`src/rtl/mul_share_arbiter.sv`:
```
// mul_share_arbiter
//   Two-requester round-robin front end feeding one shared unsigned W x W
//   shift-add multiplier. One request is accepted at a time. The result is
//   returned as a 2W-bit product, tagged with the id of the requester.
//
//   state | meaning
//   ------+-----------------------------------------------------------
//   IDLE  | waiting for a request; operands loaded on the grant edge
//   TEST  | add mcand into the upper accumulator when multiplier LSB=1
//   SHIFT | shift {acc_hi,acc_lo} right one bit, advance bit counter
//   DONE  | result presented on product/done_id, done pulses
//
// Ports
//   clk, rst            clock, synchronous active-high reset
//   req0, a0, b0        requester 0 request and operands
//   req1, a1, b1        requester 1 request and operands
//   gnt0, gnt1          combinational accept pulses (IDLE only)
//   busy                engine occupied (state != IDLE)
//   done                one-cycle result-valid pulse
//   done_id             requester owning the result on product
//   product             2W-bit unsigned product, held until next done
module mul_share_arbiter #(
    parameter int W = 16
) (
    input  logic           clk,
    input  logic           rst,
    input  logic           req0,
    input  logic [W-1:0]   a0,
    input  logic [W-1:0]   b0,
    input  logic           req1,
    input  logic [W-1:0]   a1,
    input  logic [W-1:0]   b1,
    output logic           gnt0,
    output logic           gnt1,
    output logic           busy,
    output logic           done,
    output logic           done_id,
    output logic [2*W-1:0] product
);

    localparam int CW = $clog2(W);

    typedef enum logic [1:0] {IDLE, TEST, SHIFT, DONE} state_t;

    state_t         state_q, state_d;
    logic [W-1:0]   mcand;
    logic [W:0]     acc_hi;
    logic [W-1:0]   acc_lo;
    logic [CW-1:0]  cnt;
    logic           last_id;
    logic           last_bit;
    logic [2*W:0]   shifted;

    assign last_bit = (cnt == CW'(W - 1));
    // Right shift of the full {acc_hi,acc_lo} with zero fill at the top.
    assign shifted  = {1'b0, acc_hi, acc_lo[W-1:1]};

    assign busy = (state_q != IDLE);
    assign done = (state_q == DONE);

    always_comb begin
        state_d = state_q;
        gnt0    = 1'b0;
        gnt1    = 1'b0;
        case (state_q)
            IDLE: begin
                if (!rst) begin
                    // On a tie, grant the requester that was not served last.
                    if (req0 && (!req1 || last_id)) begin
                        gnt0 = 1'b1;
                    end else if (req1) begin
                        gnt1 = 1'b1;
                    end
                end
                if (gnt0 || gnt1) begin
                    state_d = TEST;
                end
            end
            TEST:    state_d = SHIFT;
            SHIFT:   state_d = last_bit ? DONE : TEST;
            DONE:    state_d = IDLE;
            default: state_d = IDLE;
        endcase
    end

    always_ff @(posedge clk) begin
        if (rst) begin
            state_q <= IDLE;
            mcand   <= '0;
            acc_hi  <= '0;
            acc_lo  <= '0;
            cnt     <= '0;
            last_id <= 1'b1;
            done_id <= 1'b0;
            product <= '0;
        end else begin
            state_q <= state_d;
            case (state_q)
                IDLE: begin
                    if (gnt0 || gnt1) begin
                        mcand   <= gnt0 ? a0 : a1;
                        acc_lo  <= gnt0 ? b0 : b1;
                        acc_hi  <= '0;
                        cnt     <= '0;
                        last_id <= gnt1;
                    end
                end
                TEST: begin
                    if (acc_lo[0]) begin
                        acc_hi <= {1'b0, acc_hi[W-1:0]} + {1'b0, mcand};
                    end
                end
                SHIFT: begin
                    acc_hi <= shifted[2*W:W];
                    acc_lo <= shifted[W-1:0];
                    // The result is captured on the final shift so it is
                    // already visible during the DONE cycle.
                    if (last_bit) begin
                        product <= shifted[2*W-1:0];
                        done_id <= last_id;
                    end else begin
                        cnt <= cnt + 1'b1;
                    end
                end
                default: ;
            endcase
        end
    end

endmodule

```
`config.mk`:
```
export PLATFORM = sky130hd
export DESIGN_NAME = mul_share_arbiter
export DESIGN_NICKNAME = d
export VERILOG_FILES = /design/src/rtl/mul_share_arbiter.sv
export SDC_FILE = /design/constraint.sdc
export NUM_CORES = 1
export LEC_CHECK = 0
export BUFFER_PORTS_ARGS = -buffer_cell sky130_fd_sc_hd__buf_2
export CAP_MARGIN = 20
export CORE_MARGIN = 5
export CORE_UTILIZATION = 25
export DETAILED_ROUTE_END_ITERATION = 6
export PLACE_DENSITY_LB_ADDON = 0.25
export SYNTH_ARGS = -nofsm -noshare
export SYNTH_HDL_FRONTEND = slang
export SYNTH_SLANG_ARGS = --single-unit
export TNS_END_PERCENT = 100
```
`constraint.sdc`:
```
create_clock -name clk -period 2.25 [get_ports clk]
set_input_delay 0.3375 -clock clk [delete_from_list [all_inputs] [get_ports clk]]
set_output_delay 0.3375 -clock clk [all_outputs]
set_load 0.05 [all_outputs]
```
==> key figures <==
Layout
  • Syn-to-layout area delta: 25.83%
  • Post-layout nets: approximately 760
  • ANT cells: 0
  • Share of cells above drive strength 1: between 20% and 30%

Setup path
  • Critical path's top delay family: compound AO/OA/AOI/OAI gates
  • CP max stage cell: fa_1
  • Required time of the worst setup path: 2.48 ns
  • Worst-path maximum fanout: 3
  • Critical path's largest stage delay: between 0.4 and 0.5 ns
  • Critical Path Sink Type: flip-flop
  • CP cell instances: ha_2, inv_1, fa_1, nor2b_2, o2111ai_2, a21oi_1, o211a_1, o21ai_0, a31o_1
  • Worst path bufs/invs: 1
  • Worst EP arrival: 2.39 ns
  • Startpoint Class: flip-flop
  • Crit path kind: flip-flop to flip-flop

Route
  • Final ANT Viol Nets: 0
  • 1st-iter DRT viols: between 300 and 400
  • Via/cell ratio: 4.697
  • Via Count: 4260
  • Total Wirelength: approximately 14 mm
  • Pre-antenna DRT Iters: 4
  • DRC viols: 0
  • DR WL/cell: about 15 microns

Die
  • Die area: 21160 sq um
  • Starting density of the core: around 25%
  • Num ports: 105
  • Die X: around 150 microns
  • Die height: 145.5 microns
  • Rows: just under 50
  • Core box area: between 15000 and 20000 sq um

Global route
  • Routing usage on met2: roughly 20%
  • Vias in the first global route: 4053
  • Initial antenna violation count: 0
  • M1 GR Usage: roughly 18%
  • Largest net degree at the start of global routing: 83
  • GRT overflow: 0
  • First-pass GRT wire length: 22.02 mm
  • GR Util All Layers: around 13%
  • Gr busiest metal: met2
  • Met3 Use GR: 1.775%

Clocking
  • Hold buffers post-CTS: 0
  • Clock-pin slew on the worst setup and hold paths: approximately 0.07 ns
  • CTS tree: built
  • Root Driver: clkbuf_16
  • H-tree levels: 3
  • Skew-Pair Late Insertion Delay: approximately 0.35 ns
  • CTS Buffer Depth: 2
  • Total CTS buffers: 9
  • Sink Count: between 80 and 90

Synth
  • Post-synthesis cell area: 4587 sq um
  • Synth top area cells: dfxtp_1 39%, nand2_1 8.8%, mux2i_1 7.0%, a21oi_1 6.3%, ha_1 6.0%
  • Dominant synthesized flop cell: dfxtp_1
  • Synth cell types: 57
  • Area leader, netlist: dfxtp_1
  • Async set or reset register ratio after synthesis: 0%
  • Post-synth top cells: 107 x nand2_1, 89 x dfxtp_1, 58 x a21oi_1, 39 x nor2_1, 32 x mux2i_1
  • Synth top area share: about 39%
  • Post-synth EDFFs: 0
  • Cell with the most instances after synthesis: nand2_1
  • Mapped Nets: 660
  • YS warnings: 0
  • Post-Synthesis Cells: around 570
  • Syn avg cell area: roughly 8.1 sq um
  • FF+latch count, synth: 89
  • Register area share after synthesis: between 30 and 40%

Timing
  • Fmax: between 400 and 500 MHz
  • Slew margin rel.: between 30% and 40%
  • Clock Skew: 0.008303 ns
  • Worst slew pin tran: ~0.92 ns
  • Post-layout minimum cycle time: 2.152 ns
  • Count of final hold-check violations: 0
  • Setup-failing EPs final: 0
  • Final hold slack: about 0.27 ns
  • Part of the cycle the worst path needs: 95.63%
  • Slew Limit Fails: 0

Power and ir drop
  • Comb pwr share: 22.7%
  • Int Power: a little under 3 mW
  • NetSw: 1.302 mW
  • Total chip power: 4.216 mW
  • Sequential Power Share: 41.1%
  • Power Density: approximately 730 nW/um^2
  • Leak pwr: approximately 2.4 nW
  • VDD IR max: a little under 0.4 mV
  • Sw Ratio: a little under a third
  • Clock group share of total power: between 30% and 40%

Hold path
  • Hold WC Path Type: primary input to flip-flop

Placed design
  • Port Buffer Count: ~100
  • Placer Congestion: 0.8261
  • Dpl hpwl: 9.981 mm

Flow run
  • Max cap viols: 0

Status
  • Outcome: completed
-- cell families (layout without fill, tap and decap cells) --
family,count (synthesis),after routing,synth area share (%)
and+or+nand+nor,211,211,20.10
AOI/OAI and AO/OA,154,154,20.65
DFF,89,89,38.84
buffers and inverters,50,159,5.074
muxes,32,32,6.983
adders and majority gates,23,23,6.437
xor gates and xnor gates,10,10,1.910
-- power groups by stage --
stage          Combinational (mW)  Sequential (mW)  Clock, mW
2_1_floorplan               0.643             1.75          0
3_3_place_gp                0.952             1.77          0
3_5_place_dp                0.949             1.77          0
4_1_cts                     0.954             1.73       1.56
5_1_grt                      1.06             1.74       1.65
6_report                    0.959             1.73       1.53
-- per-stage QoR --
stage                     instances  setup slack [ns]  setup TNS, ns  cell area (sq um)  util, %
after CTS                       907           0.02344              0               5713    31.70
after detailed placement        891           0.04424              0               5416    30.05
after floorplan                 569            0.2202              0               4587        -
after global placement          891           0.08013              0               5416    30.05
after global routing            907          -0.01420       -0.01641               5772    32.02
final                           907           0.09825              0               5772    32.02
-- worst min-delay path, cell delays in order --
cell and delay (ns):
buf_2 0.11, inv_1 0.07, nand3_1 0.06
-- worst paths after layout --
check | from | to | slack [ns] | cells past startpoint
worst max register to register | mcand[0]$_SDFFE_PP0P_ | acc_hi[14]$_SDFFE_PP0P_ | 0.1 | 9
worst min-delay path | rst | last_id$_SDFFE_PP1P_ | 0.27 | 3
worst min register to register | product[11]$_SDFFE_PP0P_ | product[11]$_SDFFE_PP0P_ | 0.45 | 2
worst max-delay path | mcand[0]$_SDFFE_PP0P_ | acc_hi[14]$_SDFFE_PP0P_ | 0.1 | 9
-- routing by layer --
| layer | wire (microns) | up-vias | part of all wire (%) |
|---|---|---|---|
| met5 | 0 | - | 0 |
| met4 | 155 | 0 | 1.1 |
| met3 | 436 | 10 | 3.2 |
| met2 | 6233 | 69 | 46 |
| met1 | 6856 | 1955 | 50 |
| li1 | - | 2226 | - |
-- state kept, by name (all words and copies together) (netlist names) --
register  flops
done_id       1
product      32
last_id       1
acc_hi       17
cnt           4
state_q       2
mcand        16
acc_lo       16
-- area by class of cell --
class,instances,area (sq um)
clock buffers,10,229.0
fillers,1998,12250
inverters,14,60.06
repair buffers,129,725.7
clock inverters,6,67.56
multi-input cells,430,2616
flip-flops and latches,89,1787
well taps,229,286.5
-- cells in the final DEF, fill, tap and decap left out, types with 9 or more instances in the layout --
master     count
nand3_1       18
buf_2        102
o21ai_1        9
a21oi_1       58
o22ai_1       21
mux2i_1       32
nor2_1        39
dfxtp_1       85
and3_1        11
ha_1          18
nor3_1        18
buf_4         25
clkbuf_16      9
o21ai_0       23
nand2_1      107
inv_1         13
-- timing repair --
item,in CTS,in global routing
setup endpoints to repair,0,9
setup buffers,0,0
gates resized for setup,0,20
(Power assumes the default switching activity.)
